$ cat config.mk
export PLATFORM = sky130hd
export DESIGN_NAME = dma_bus_master
export DESIGN_NICKNAME = d
export VERILOG_FILES = /design/src/rtl/dma_bus_master.sv
export SDC_FILE = /design/constraint.sdc
export NUM_CORES = 1
export LEC_CHECK = 0
export BUFFER_PORTS_ARGS = -buffer_cell sky130_fd_sc_hd__buf_2
export CORE_UTILIZATION = 30
export DETAILED_ROUTE_END_ITERATION = 8
export PLACE_DENSITY = 0.6
export SYNTH_ARGS = -nofsm -noshare
export SYNTH_HDL_FRONTEND = slang
export SYNTH_SLANG_ARGS = --single-unit
$ cat constraint.sdc
create_clock -name clk -period 3.2 [get_ports clk]
set_clock_uncertainty 0.05 [all_clocks]
set_input_delay 0.64 -clock clk [delete_from_list [all_inputs] [get_ports clk]]
set_output_delay 0.64 -clock clk [all_outputs]
set_load 0.02 [all_outputs]
$ cat src/rtl/dma_bus_master.sv
// dma_bus_master
// Byte-at-a-time memory-to-memory copy engine that borrows the CPU bus.
// It raises busrq_n, waits for busak_n, then alternates one read cycle
// and one write cycle per byte (2 cycles/byte). After BURST bytes it gives
// the bus back and re-requests it. A zero-length start only pulses done.
//
// Ports
//   clk, reset_n          clock, asynchronous active-low reset
//   start, abort          one-cycle start request (IDLE only), level abort
//   src, dst, len         transfer setup, latched on an accepted start
//   busrq_n / busak_n     bus request out / bus acknowledge in (active-low)
//   dma_a, dma_do, dma_di address, write data, read data
//   dma_mreq_n, dma_rd_n, dma_wr_n  active-low memory strobes
//   dma_en                high while driving the bus (RD or WR)
//   busy, done            not-IDLE flag, one-cycle end-of-transfer pulse
//   remaining             bytes not yet written
module dma_bus_master #(
  parameter int BURST = 16
) (
  input  logic        clk,
  input  logic        reset_n,
  input  logic        start,
  input  logic        abort,
  input  logic [15:0] src,
  input  logic [15:0] dst,
  input  logic [15:0] len,
  output logic        busrq_n,
  input  logic        busak_n,
  output logic [15:0] dma_a,
  output logic [7:0]  dma_do,
  input  logic [7:0]  dma_di,
  output logic        dma_mreq_n,
  output logic        dma_rd_n,
  output logic        dma_wr_n,
  output logic        dma_en,
  output logic        busy,
  output logic        done,
  output logic [15:0] remaining
);

  localparam logic [15:0] BURST_LIM = 16'(BURST);

  typedef enum logic [2:0] {
    S_IDLE,
    S_REQ,
    S_RD,
    S_WR,
    S_REL
  } state_t;

  state_t      state, state_nxt;
  logic [15:0] src_q, dst_q, burst_q;
  logic [15:0] src_nxt, dst_nxt, burst_nxt, rem_nxt;
  logic        resume_q, resume_nxt;
  logic        done_nxt;

  // Next-state and next-datapath values. All outputs are registered from
  // these, so every strobe is a flop output and changes only on clk.
  always_comb begin
    state_nxt  = state;
    src_nxt    = src_q;
    dst_nxt    = dst_q;
    burst_nxt  = burst_q;
    rem_nxt    = remaining;
    resume_nxt = resume_q;
    done_nxt   = 1'b0;
    case (state)
      S_IDLE: begin
        if (start) begin
          if (len != 16'h0000) begin
            state_nxt  = S_REQ;
            src_nxt    = src;
            dst_nxt    = dst;
            rem_nxt    = len;
            resume_nxt = 1'b0;
          end else begin
            rem_nxt  = 16'h0000;
            done_nxt = 1'b1;
          end
        end
      end
      S_REQ: begin
        if (abort) begin
          state_nxt  = S_REL;
          resume_nxt = 1'b0;
        end else if (!busak_n) begin
          state_nxt = S_RD;
          burst_nxt = 16'h0000;
        end
      end
      S_RD: begin
        // Aborting here skips the write; the read data is simply dropped.
        if (abort) begin
          state_nxt  = S_REL;
          resume_nxt = 1'b0;
        end else begin
          state_nxt = S_WR;
        end
      end
      S_WR: begin
        // The write in flight always completes, abort only picks the exit.
        src_nxt   = src_q + 16'h0001;
        dst_nxt   = dst_q + 16'h0001;
        rem_nxt   = remaining - 16'h0001;
        burst_nxt = burst_q + 16'h0001;
        if (rem_nxt == 16'h0000 || abort) begin
          state_nxt  = S_REL;
          resume_nxt = 1'b0;
        end else if (burst_nxt == BURST_LIM) begin
          state_nxt  = S_REL;
          resume_nxt = 1'b1;
        end else begin
          state_nxt = S_RD;
        end
      end
      S_REL: begin
        if (busak_n) begin
          if (resume_q) begin
            state_nxt = S_REQ;
          end else begin
            state_nxt = S_IDLE;
            done_nxt  = 1'b1;
          end
        end
      end
      default: state_nxt = S_IDLE;
    endcase
  end

  // Control state and registered bus outputs.
  always_ff @(posedge clk or negedge reset_n) begin
    if (!reset_n) begin
      state      <= S_IDLE;
      resume_q   <= 1'b0;
      remaining  <= 16'h0000;
      busrq_n    <= 1'b1;
      dma_mreq_n <= 1'b1;
      dma_rd_n   <= 1'b1;
      dma_wr_n   <= 1'b1;
      dma_en     <= 1'b0;
      busy       <= 1'b0;
      done       <= 1'b0;
      dma_a      <= 16'h0000;
      dma_do     <= 8'h00;
    end else begin
      state      <= state_nxt;
      resume_q   <= resume_nxt;
      remaining  <= rem_nxt;
      done       <= done_nxt;
      busy       <= (state_nxt != S_IDLE);
      busrq_n    <= !(state_nxt inside {S_REQ, S_RD, S_WR});
      dma_mreq_n <= !(state_nxt inside {S_RD, S_WR});
      dma_rd_n   <= (state_nxt != S_RD);
      dma_wr_n   <= (state_nxt != S_WR);
      dma_en     <= (state_nxt inside {S_RD, S_WR});
      dma_a      <= (state_nxt == S_RD) ? src_nxt :
                    (state_nxt == S_WR) ? dst_nxt : 16'h0000;
      // WR is only entered from RD, so this edge is the read-capture edge
      // and dma_do doubles as the byte holding register.
      dma_do     <= (state_nxt == S_WR) ? dma_di : 8'h00;
    end
  end

  // Address and burst counters need no reset: they are loaded before use.
  always_ff @(posedge clk) begin
    src_q   <= src_nxt;
    dst_q   <= dst_nxt;
    burst_q <= burst_nxt;
  end

endmodule

-- Yosys cells after proc, flatten, opt, wreduce, memory -nomap -nowiden
Cells that the tools add are included.
- bitwise logic cells: 0
- equality and inequality tests: 16
- reductions and logical operators: 16
- shifts and indexed selects: 0
- div/mod/pow operators: 0
- $mul: 0
- muxes and demuxes: 36
- $lt $le $gt $ge: 0
- $add $sub $neg: 4
- operators with widths (cell ; number):
    2-to-1 mux 16 bit ; 10
    case mux 16 bit (2 select lines) ; 4
    adder 16 x 1 -> 16 bit (second input constant) ; 3
    2-to-1 mux 3 bit ; 8
    == test 16 x 5 -> 1 bit (second input constant) ; 1
    logical NOT 16 bit ; 1
    nonzero test 16 bit ; 1
    subtractor 16 x 1 -> 16 bit (second input constant) ; 1
    case mux 3 bit (5 select lines) ; 1
    == test 3 x 2 -> 1 bit (second input constant) ; 4
    2-to-1 mux 1 bit ; 10
    nonzero test 3 bit ; 3
    2-to-1 mux 8 bit ; 1
    inequality test 2 bit (second input constant) ; 4
    == test 3 x 1 -> 1 bit (second input constant) ; 2
    inequality test 3 x 2 -> 1 bit (second input constant) ; 2
    nonzero test 2 bit ; 3
    AND reduction 5 bit ; 1
    == test 3 bit (second input constant) ; 1
    logical NOT 3 bit ; 1
    inequality test 3 bit (second input constant) ; 1
    case mux 1 bit (3 select lines) ; 1
    AND reduction 3 bit ; 1
    logical NOT 1 bit ; 2
    5 further kinds ; 5
- ROM bits: 0
- flip-flop bits (word level): 99
- bits in latches: 0
- output and inout port bits: 47
- word-level logic and storage cells: 87
- memory bits (writable): 0
- memories: 0
- input bits: 61

-- Logic depth before layout (Yosys ltp)
- word-level depth: 8
- mapped depth: 11
- depth with buffers taken out: 9

-- Worst setup path after synthesis
Ideal clock, no wire load.
- path kind: reg-to-reg
- start: reg remaining[0]
- end: reg dma_a[13]
- arrival: 2369 ps
- period minus slack after synthesis: 2486 ps
- setup time: 68 ps
- data required time: 3082 ps
- path slack: 714 ps
- buffers on the path: 1
- cell stages (with the launch flop): 11
- cell sequence: dfrtp_1 > inv_1 > ha_1 > nor3b_1 > nor3_1 > a31oi_1 > o32ai_1 > a31o_2 > o21ai_4 > buf_6 > a32o_1
- longest elaborated chain between the ends: 8
- RTL lines (element ; line ; RTL):
    start, declared ; 38 ; output logic [15:0] remaining
    start signal, assigned ; 148 ; remaining <= rem_nxt;
    subtractor 16 x 1 -> 16 bit (*) ; 104 ; rem_nxt = remaining - 16'h0001;
    logical NOT 16 bit (*) ; 106 ; if (rem_nxt == 16'h0000 || abort) begin
    logical OR 1 bit (*) ; 106 ;
    2-to-1 mux 3 bit (*) ; 106 ;
    case mux 3 bit (5 select lines) (*) ; 67 ; case (state)
    == test 3 x 2 -> 1 bit ; 157 ; (state_nxt == S_WR) ? dst_nxt : 16'h0000;
    2-to-1 mux 16 bit ; 157 ;
    2-to-1 mux 16 bit (*) ; 156 ; dma_a <= (state_nxt == S_RD) ? src_nxt :
    end signal, assigned ; 156 ;
    end, declared ; 29 ; output logic [15:0] dma_a,
Every way passes the cells marked *; elsewhere a longest branch is shown, timed or not.
A chain may end at the register's enable or synchronous reset.

-- Final worst setup path
- start: in len[9]
- end: reg dma_a[8]
- longest elaborated chain between the ends: 7
- RTL lines (element ; line ; RTL):
    start, declared ; 26 ; input logic [15:0] len,
    nonzero test 16 bit (*) ; 70 ; if (len != 16'h0000) begin
    2-to-1 mux 3 bit (*) ; 70 ;
    2-to-1 mux 3 bit (*) ; 69 ; if (start) begin
    case mux 3 bit (5 select lines) (*) ; 67 ;
    net state_nxt[0] ; 51 ; state_t state, state_nxt;
    == test 3 x 2 -> 1 bit ; 157 ;
    2-to-1 mux 16 bit ; 157 ;
    2-to-1 mux 16 bit (*) ; 156 ;
Mark *: on every way through the listed nets, which the timed path passes. The rest lies on a longest branch.

==> impl_table.tex <==
\begin{tabular}{lr}
\hline
Metric & Value \\
\hline
\multicolumn{2}{l}{\textbf{Timing}} \\
Count of endpoints failing hold in the final timing report & 0 \\
Max Freq & 356.8 MHz \\
Worst path setup slack after routing & 0.3971 ns \\
Slew Limit Fails & 0 \\
Final sum of negative setup slack & 0 ns \\
Worst rel slew slack & 51.92\% \\
Min Clock Period, post-route & 2.803 ns \\
Unrepaired setup endpoints after global routing & no \\
Actual transition at the worst max-transition pin & 0.7212 ns \\
Final critical-path share of the clock period & 87.59\% \\
Count of endpoints failing setup in the final report & 0 \\
\multicolumn{2}{l}{\textbf{Global routing}} \\
Global-route usage over all layers & 17.45\% \\
Global-route wire length before repair & 24,380 µm \\
Vias in the first global route & 4,676 \\
Pin count of the biggest net entering global routing & 52 \\
Antenna violations before repair & 1 \\
Aggregate global routing overflow & 0 \\
\multicolumn{2}{l}{\textbf{Die}} \\
Core Footprint & 16,820 µm² \\
Core Rows & 47 \\
Initial cell density of the core & 31.13\% \\
IO Pins & 108 \\
Area of the die & 17,980 µm² \\
Die X & 134.1 µm \\
Die span in y & 134.1 µm \\
\multicolumn{2}{l}{\textbf{Critical path}} \\
Worst Setup Path Type & in2reg \\
Endpoint required time on the critical path & 3.43 ns \\
Worst-path maximum fanout & 16 \\
Critical Path AT & 3.04 ns \\
Crit. End Element & flop \\
Register-to-register setup slack & 0.54 ns \\
CP startpoint kind & primary input \\
\multicolumn{2}{l}{\textbf{Flow run}} \\
Max-cap viol count & 0 \\
\multicolumn{2}{l}{\textbf{Route}} \\
Number of DRC violations after detailed-routing iteration 0 & 361 \\
Via count & 4,775 \\
Routed vias/inst & 5.432 \\
Detailed-route DRC error count & 0 \\
Total wirelength of the detailed-routed design & 15,130 µm \\
Avg WL per Cell & 17.21 µm \\
Number of iterations in the first detailed-routing pass & 5 \\
Final antenna-violating net count & 0 \\
\multicolumn{2}{l}{\textbf{Synth}} \\
Synthesized netlist cell count & 553 \\
Synthesized area per cell & 9.467 µm² \\
Most used flip-flop cell after synthesis & dfrtp\_1 \\
Synthesized flop and latch total & 99 \\
Share of the yosys chip area belonging to registers & 45.89\% \\
Fraction of registers with async set or reset after synthesis & 51.52\% \\
Nets in the synthesized netlist & 619 \\
Netlist cell types & 75 \\
Netlist area before placement & 5235 µm² \\
Number of enable-type register cells in the synthesized netlist & 16 \\
Yosys warnings & 0 \\
\multicolumn{2}{l}{\textbf{Clock network}} \\
Buffer cell driving the clock tree root & clkbuf\_16 \\
TritonCTS clock tree & done \\
Clock Sink Count & 99 \\
Number of CTS-inserted buffers & 9 \\
Maximum count of clock buffers along a single path & 2 \\
Total of cells resized after clock tree synthesis & 0 \\
Hold buffer count at CTS & 0 \\
Clock Pin Slew Worst Setup and Hold Paths & 0.07 ns \\
Skew-Pair Late Insertion Delay & 0.35 ns \\
Total setup buffers inserted after CTS & 0 \\
H-tree level count & 3 \\
\multicolumn{2}{l}{\textbf{Outcome}} \\
Result of the run & finished clean \\
\multicolumn{2}{l}{\textbf{Placed design}} \\
Hpwl dp & 10,760 µm \\
Number of buffer cells added on primary ports & 107 \\
RePlAce Congestion & 0.8431 \\
Worst slack at placement & 0.02785 ns \\
\multicolumn{2}{l}{\textbf{Finish}} \\
Final nets & 719 \\
Layout-stage area growth over the synthesis result & 19.93\% \\
Ratio of cells with drive above 1 in the final layout & 24.77\% \\
\multicolumn{2}{l}{\textbf{Pwr}} \\
P\_leak & 0.002622 µW \\
Max VDD drop & 0.3542 mV \\
Cell area power density & 853.8 nW/µm² \\
\multicolumn{2}{l}{\textbf{Hold path}} \\
Tightest Hold Check Type & in2async \\
\hline
\end{tabular}
[metrics by stage]
step,hold slack (ns),utilization [%],cells,instance area [µm²],power (µW)
3_3_place_gp,0.4314,35.49,862,5969,4174
6_report,0.3635,37.33,879,6279,5360
2_1_floorplan,0.2944,-,553,5235,3562
4_1_cts,0.3928,37.32,878,6276,5382
3_5_place_dp,0.4367,35.49,862,5969,4226
5_1_grt,0.4283,37.33,879,6279,5719
[routing by layer]
metal  vias up  track usage (%)  wire, µm
met5         -                0         0
met1      2344            22.95      6950
li1       2275                -         -
met3        12            4.195       786
met4         0            5.306       162
met2       144            28.30      7225
[layout make-up]
cell class	instances	area, µm²
Sequential cell	99	2402
Timing Repair Buffer	120	633.1
Clock buffer	13	261.5
Antenna cell	1	2.502
Clock inverter	3	45.04
Tap cell	220	275.3
Fill cell	1750	10540
Multi-Input combinational cell	410	2610
Inverter	13	48.80
[cell usage in the layout, fill, tap and decap left out, drive strengths merged, types with 3 or more instances in the layout]
cell | netlist | routed
inv | 12 | 14
nand4 | 8 | 8
xnor2 | 11 | 11
a21oi | 18 | 18
a31o | 4 | 4
o21a | 3 | 3
o21ai | 43 | 43
nor3b | 5 | 5
nor2b | 5 | 5
o211ai | 9 | 9
a211oi | 6 | 6
nand2 | 67 | 67
ha | 5 | 5
nor2 | 49 | 49
and3 | 10 | 10
dfrtp | 47 | 47
a32o | 16 | 16
a21o | 3 | 3
nand3b | 3 | 3
and2 | 17 | 17
buf | 19 | 120
a221o | 16 | 16
a31oi | 8 | 8
edfxtp | 16 | 16
dfstp | 4 | 4
dfxtp | 32 | 32
xor2 | 8 | 8
nand3 | 19 | 19
clkbuf | 12 | 13
o311ai | 6 | 6
a22oi | 6 | 6
nor3 | 19 | 19
nor4 | 16 | 16
[cell families after synthesis]
kind of cell	count (synthesis)	share of synthesized area (%)
multiplexers	1	0.1912
adder cells (fa/ha/maj)	5	1.195
AO/OA/AOI/OAI	154	21.82
buffers and inverters	44	4.254
AND/OR/NAND/NOR	231	23.47
flip-flops	99	45.89
XOR/XNOR	19	3.179
[report_power, final]
part | internal [µW] | total [µW] | switching [µW]
Combinational | 788 | 2020 | 1230
Sequential | 1710 | 2210 | 499
Clock | 659 | 1140 | 480
[registers in the layout, summed over array words and instances, names as in the netlist]
name        flops
burst_q        16
busrq_n         1
busy            1
dma_a          16
dma_do          8
dma_en          1
dma_mreq_n      1
dma_rd_n        1
dma_wr_n        1
done            1
dst_q          16
remaining      16
resume_q        1
src_q          16
state           3
[critical path, cell delays in order]
cell	delay, ns
buf_2	0.11
nor4_1	0.59
nand4_1	0.33
nand2_1	0.34
o311ai_2	0.23
nor2b_2	0.19
and2_1	0.14
buf_4	0.25
a32o_1	0.22
[cells in the mapped netlist (9+ instances only)]
| master | n | area, µm² |
|---|---|---|
| inv_1 | 12 | 45.04 |
| nor3_1 | 17 | 85.08 |
| and3_1 | 10 | 62.56 |
| a32o_1 | 16 | 160.2 |
| nor2_1 | 46 | 172.7 |
| dfxtp_1 | 32 | 640.6 |
| a221o_1 | 16 | 160.2 |
| o211ai_1 | 9 | 67.56 |
| xnor2_1 | 11 | 96.34 |
| nand3_1 | 18 | 90.09 |
| o21ai_0 | 41 | 205.2 |
| nand2_1 | 66 | 247.7 |
| a21oi_1 | 18 | 90.09 |
| nor4_1 | 13 | 81.33 |
| clkbuf_1 | 11 | 41.29 |
| dfrtp_1 | 47 | 1176 |
| buf_2 | 9 | 45.04 |
| edfxtp_1 | 16 | 480.5 |
| and2_1 | 16 | 100.1 |
[path summary, 6_finish.rpt]
check	cells after the start	start	end
worst max register to register	10	remaining[0]	dma_a[0]
max in group asynchronous	2	reset_n	remaining[10]
worst max-delay path	9	len[9]	dma_a[8]
min in group clk	2	dma_di[1]	dma_do[1]
worst min-delay path	2	reset_n	dma_a[1]
worst min register to register	2	src_q[1]	src_q[1]
No activity file was read; power rests on OpenSTA's default activity.
